`config.mk`:
```
export PLATFORM = sky130hd
export DESIGN_NAME = img_uart_dump
export DESIGN_NICKNAME = d
export VERILOG_FILES = /design/src/rtl/img_uart_dump.sv
export SDC_FILE = /design/constraint.sdc
export NUM_CORES = 1
export LEC_CHECK = 0
export CELL_PAD_IN_SITES_DETAIL_PLACEMENT = 0
export CELL_PAD_IN_SITES_GLOBAL_PLACEMENT = 1
export CORE_MARGIN = 2
export CORE_UTILIZATION = 47
export CTS_CLUSTER_DIAMETER = 30
export DETAILED_ROUTE_END_ITERATION = 10
export GPL_TIMING_DRIVEN = 0
export PLACE_DENSITY = 0.83
export SETUP_SLACK_MARGIN = 0.02
export SLEW_MARGIN = 20
export SYNTH_ARGS = -nofsm -noshare
export SYNTH_HDL_FRONTEND = slang
export SYNTH_SLANG_ARGS = --single-unit
```
`constraint.sdc`:
```
create_clock -name clk -period 3.5 [get_ports clk]
set_clock_uncertainty 0.2 [all_clocks]
set_input_delay 1.05 -clock clk [delete_from_list [all_inputs] [get_ports clk]]
set_output_delay 1.05 -clock clk [all_outputs]
set_load 0.01 [all_outputs]
```
`src/rtl/img_uart_dump.sv`:
```
// img_uart_dump: drains the processed-image destination RAM to a host over an
// 8N1 UART. Each 24-bit pixel is sent as three bytes (bits 23:16, 15:8, 7:0),
// LSB first, with no idle gap between bytes.
// Optional build macro UART_DUMP_GRAY_EN: send only bits 7:0 of each pixel,
// one byte per pixel, because the filtered image has equal channels.
module img_uart_dump #(
  parameter int RAM_ADDR_BITS = 10,
  parameter int RAM_WIDTH     = 24,
  parameter int NUM_PIXELS    = 1024,
  parameter int CLKS_PER_BIT  = 434
) (
  input  logic                     clk,
  input  logic                     reset,
  input  logic                     start,
  output logic [RAM_ADDR_BITS-1:0] mem_addr,
  input  logic [RAM_WIDTH-1:0]     mem_do,
  output logic                     tx,
  output logic                     busy,
  output logic                     done
);

  localparam int CNT_W = (CLKS_PER_BIT > 1) ? $clog2(CLKS_PER_BIT) : 1;
  localparam logic [CNT_W-1:0]         BIT_LAST = CNT_W'(CLKS_PER_BIT - 1);
  localparam logic [RAM_ADDR_BITS-1:0] PIX_LAST = RAM_ADDR_BITS'(NUM_PIXELS - 1);

  typedef enum logic [2:0] {
    IDLE,
    FETCH,
    WAIT,
    LOAD,
    START_BIT,
    DATA_BITS,
    STOP_BIT,
    NEXT
  } state_t;

  state_t                   state_reg, state_next;
  logic [CNT_W-1:0]         clk_cnt_reg;
  logic [2:0]               bit_idx_reg;
  logic [7:0]               shift_reg;
  logic [RAM_ADDR_BITS-1:0] pix_idx_reg;
  logic [RAM_ADDR_BITS-1:0] mem_addr_reg;

  logic bit_end;
  logic last_pix;
  logic more_bytes;

  assign bit_end  = (clk_cnt_reg == BIT_LAST);
  assign last_pix = (pix_idx_reg == PIX_LAST);
  assign mem_addr = mem_addr_reg;

`ifdef UART_DUMP_GRAY_EN
  // Grayscale: the single byte per pixel is always the last one.
  assign more_bytes = 1'b0;
`else
  logic [1:0]  byte_idx_reg;
  // Bits 23:16 go out straight from mem_do in LOAD; only the low two bytes are kept.
  logic [15:0] pixel_lo_reg;

  assign more_bytes = (byte_idx_reg < 2'd2);

  // Byte index within the pixel and the two bytes still to be sent.
  always_ff @(posedge clk or negedge reset) begin
    if (!reset) begin
      byte_idx_reg <= 2'd0;
      pixel_lo_reg <= 16'd0;
    end else if (state_reg == LOAD) begin
      byte_idx_reg <= 2'd0;
      pixel_lo_reg <= mem_do[15:0];
    end else if (state_reg == STOP_BIT && bit_end && more_bytes) begin
      byte_idx_reg <= byte_idx_reg + 2'd1;
    end
  end
`endif

  // State register.
  always_ff @(posedge clk or negedge reset) begin
    if (!reset) begin
      state_reg <= IDLE;
    end else begin
      state_reg <= state_next;
    end
  end

  // Next-state logic and the serial/handshake outputs decoded from state.
  always_comb begin
    state_next = state_reg;
    tx         = 1'b1;
    busy       = 1'b1;
    done       = 1'b0;
    case (state_reg)
      IDLE: begin
        busy = 1'b0;
        if (start) state_next = FETCH;
      end
      FETCH: state_next = WAIT;
      WAIT:  state_next = LOAD;
      LOAD:  state_next = START_BIT;
      START_BIT: begin
        tx = 1'b0;
        if (bit_end) state_next = DATA_BITS;
      end
      DATA_BITS: begin
        tx = shift_reg[0];
        if (bit_end && bit_idx_reg == 3'd7) state_next = STOP_BIT;
      end
      STOP_BIT: begin
        if (bit_end) state_next = more_bytes ? START_BIT : NEXT;
      end
      NEXT: begin
        if (last_pix) begin
          done       = 1'b1;
          busy       = 1'b0;
          state_next = IDLE;
        end else begin
          state_next = FETCH;
        end
      end
      default: state_next = IDLE;
    endcase
  end

  // Bit-period counter: runs only while a frame is on the line, wraps each bit.
  always_ff @(posedge clk or negedge reset) begin
    if (!reset) begin
      clk_cnt_reg <= '0;
    end else if (state_reg == START_BIT || state_reg == DATA_BITS || state_reg == STOP_BIT) begin
      clk_cnt_reg <= bit_end ? '0 : clk_cnt_reg + CNT_W'(1);
    end else begin
      clk_cnt_reg <= '0;
    end
  end

  // Data bit index; wraps back to 0 after bit 7 so each byte starts fresh.
  always_ff @(posedge clk or negedge reset) begin
    if (!reset) begin
      bit_idx_reg <= 3'd0;
    end else if (state_reg == DATA_BITS) begin
      if (bit_end) bit_idx_reg <= bit_idx_reg + 3'd1;
    end else begin
      bit_idx_reg <= 3'd0;
    end
  end

  // Byte shift register: loaded per byte, shifted right after each data bit.
  always_ff @(posedge clk or negedge reset) begin
    if (!reset) begin
      shift_reg <= 8'd0;
    end else if (state_reg == LOAD) begin
`ifdef UART_DUMP_GRAY_EN
      shift_reg <= mem_do[7:0];
`else
      shift_reg <= mem_do[23:16];
`endif
    end else if (state_reg == DATA_BITS && bit_end) begin
      shift_reg <= {1'b0, shift_reg[7:1]};
    end else if (state_reg == STOP_BIT && bit_end && more_bytes) begin
`ifndef UART_DUMP_GRAY_EN
      shift_reg <= (byte_idx_reg == 2'd0) ? pixel_lo_reg[15:8] : pixel_lo_reg[7:0];
`endif
    end
  end

  // Pixel index: cleared when a run is accepted, stops at the last pixel.
  always_ff @(posedge clk or negedge reset) begin
    if (!reset) begin
      pix_idx_reg <= '0;
    end else if (state_reg == IDLE && start) begin
      pix_idx_reg <= '0;
    end else if (state_reg == NEXT && !last_pix) begin
      pix_idx_reg <= pix_idx_reg + RAM_ADDR_BITS'(1);
    end
  end

  // RAM address: captured in FETCH and held until the next FETCH.
  always_ff @(posedge clk or negedge reset) begin
    if (!reset) begin
      mem_addr_reg <= '0;
    end else if (state_reg == FETCH) begin
      mem_addr_reg <= pix_idx_reg;
    end
  end

endmodule

```
==> results.sh <==
export IMPL_drive_above_1_share=0.165
export IMPL_clock_path_buffers=2
export IMPL_yosys_warnings=0
export IMPL_cts_max_level=3
export IMPL_async_flop_share=1.00
export IMPL_grt_use_total=0.199
export IMPL_cts_hold_buf=0
export IMPL_critPathMaxFanout=9
export IMPL_wl_per_cell_um=15.6
export IMPL_critPathLaunchType="flip-flop"
export IMPL_cp_slowest_cell="clkdlybuf4s50_1"
export IMPL_ys_types=47
export IMPL_grt_pass1_wl_mm=11.5
export IMPL_nFillCells=573
export IMPL_fmax_mhz=302
export IMPL_syn_area_sq_um=3110
export IMPL_gp_congestion=0.792
export IMPL_start_util=0.487
export IMPL_fin_crit_ns=3.31
export IMPL_hold_viol_final=0
export IMPL_hpwlAfterDp_mm=4.80
export IMPL_p_leak_nw=1.58
export IMPL_power_mw=1.34
export IMPL_final_antenna_net_count=0
export IMPL_route_vias_total=2437
export IMPL_post_route_period_util=0.946
export IMPL_fin_area_sq_um=3790
export IMPL_core_rowCount=29
export IMPL_report_final_slew_viol_count=0
export IMPL_ys_ff_latch=61
export IMPL_cp_cell_sequence="buf_2 > and3_1 > nand3_1 > nor3_2 > clkdlybuf4s50_1"
export IMPL_numCtsBuffers=9
export IMPL_slew_limit_headroom=0.256
export IMPL_mostFrequentLayoutCell="dfrtp_1"
export IMPL_rsz0062_at_grt="no"
export IMPL_area_growth_pct=21.9
export IMPL_cts_clk_slew_worst_paths_ns=0.07
export IMPL_drcViolationCount=0
export IMPL_seq_area_frac_synth=0.491
export IMPL_finalNetCount=379
export IMPL_largest_register_ffs=16
export IMPL_viasPerCell=5.69
export IMPL_final_cell_mix="dfrtp_1, clkdlybuf4s50_1, nand2_1, mux2_2, nor2_1"
export IMPL_min_path_cells=1
export IMPL_drt_iter0_drc=188
export IMPL_crit_type="reg2out"
export IMPL_grt_pass1_vias=2400
export IMPL_die_x_um=85.3
export IMPL_placed_area_sq_um=3610
export IMPL_antenna_cells=0
export IMPL_wirelength_mm=6.70
export IMPL_max_vdd_ir_drop_v=0.000219
export IMPL_portBuffers=39
export IMPL_die_area_sq_um=7280
export IMPL_syn_inst=296
export IMPL_num_io_pins=40
export IMPL_endpoint_kind="output port"
export IMPL_grt_max_degree=40
export IMPL_cts_root_buffer="clkbuf_8"
export IMPL_fp_dieH_um=85.3
export IMPL_r2r_cells=8
export IMPL_hold_worst_slack_ns=0.284
export IMPL_clk_insertion_delay_late_ns=0.34
export IMPL_max_cap_violations=0
export IMPL_drtPass1Iterations=5
export IMPL_gr_total_overflow=0
export IMPL_cts_tree="yes"
export IMPL_arrival_ns=2.06
export IMPL_hp_class="reg2reg"
export IMPL_syn_avg_cell_area_sq_um=10.5
export IMPL_core_area_sq_um=6390
export IMPL_setup_viol=0
export IMPL_cp_required_ns=2.25
export IMPL_antenna_found_initial=0
export IMPL_syn_nets=329
export IMPL_synth_edff_count=0
export IMPL_max_slew_worst_pin_slew_ns=1.11
export IMPL_cts_setup_buffers=0
export IMPL_status="finished clean"
export IMPL_power_density_nw_per_um2=353
export IMPL_cts_num_sinks=61
export IMPL_synthFlopType="dfrtp_1"
export IMPL_max_stage_delay_ns=0.56
## worst max-delay path, delay by kind of cell (launching register included)
kind          cells  cell delay, ns
buf+inv           2            0.72
flops             1            0.32
simple gates      3            0.68
## cell usage after synthesis (5+ instances only)
cell type / number / share of area
clkbuf_1: 9 / 0.011
mux2_2: 26 / 0.094
xnor2_1: 5 / 0.014
o31ai_1: 5 / 0.012
nand3_1: 11 / 0.018
nor2_1: 24 / 0.029
o221a_2: 6 / 0.022
ha_1: 6 / 0.024
mux2i_1: 13 / 0.042
a21oi_1: 19 / 0.031
and3_1: 5 / 0.010
nand2_1: 26 / 0.031
dfrtp_1: 61 / 0.49
inv_1: 8 / 0.0097
o21ai_0: 14 / 0.023
o211ai_1: 7 / 0.017
## metal layers
metal,share of wire,vias to the layer above,global-route usage,wire length [um]
met1,0.49,1197,0.275,3260
met4,0.017,0,0.0722,116
li1,-,1183,-,-
met2,0.46,47,0.314,3110
met5,0,-,0,0
met3,0.031,10,0.0379,209
## final timing paths
| kind | startpoint | endpoint | slack (ns) |
|---|---|---|---|
| worst min-delay path | clk_cnt_reg[0] | clk_cnt_reg[0] | 0.28 |
| worst max-delay path | state_reg[0] | done | 0.19 |
| max in group asynchronous | reset | clk_cnt_reg[1] | 2.20 |
| min in group asynchronous | reset | mem_addr[2] | 0.39 |
| worst max register to register | byte_idx_reg[1] | shift_reg[7] | 1.15 |
| worst min register to register | clk_cnt_reg[0] | clk_cnt_reg[0] | 0.28 |
## timing repair
item,in CTS,in global routing
endpoints found under the hold margin,0,0
setup endpoints to repair,0,3
gates resized for setup,0,4
## logic make-up (layout without fill, tap and decap cells)
| group | Yosys count | in the layout | synth area share |
|---|---|---|---|
| DFF | 61 | 61 | 0.491 |
| and+or+nand+nor | 95 | 95 | 0.156 |
| muxes | 39 | 39 | 0.136 |
| buffers and inverters | 21 | 76 | 0.0262 |
| adders and majority gates | 6 | 6 | 0.0241 |
| AOI/OAI and AO/OA | 66 | 66 | 0.144 |
| xor gates and xnor gates | 8 | 8 | 0.0225 |
## stage by stage
stage               setup TNS [ns]  instances  utilization  worst slack (ns)
detailed placement               0        413        0.566             0.393
global route                     0        428        0.594            0.0488
finish                           0        428        0.594             0.191
CTS                              0        429        0.593            0.0262
global placement            -51.06        412        0.563            -0.841
floorplan                        0        296            -             0.835
## final cells by class
cell class,count,area [sq um],area share
buffer,11,45.0,0.0119
tap,77,96.3,0.0254
timing repair buffer,40,408,0.108
sequential,61,1530,0.403
clock inverter,7,51.3,0.0135
multi-input combinational,214,1510,0.397
inverter,9,33.8,0.00891
clock buffer,9,124,0.0327
## power breakdown
| group | internal (mW) | total (mW) | switching (mW) |
|---|---|---|---|
| clock | 0.257 | 0.558 | 0.301 |
| combinational | 0.0377 | 0.0608 | 0.0231 |
| sequential | 0.714 | 0.720 | 0.00516 |
No activity file was read; power rests on OpenSTA's default activity.
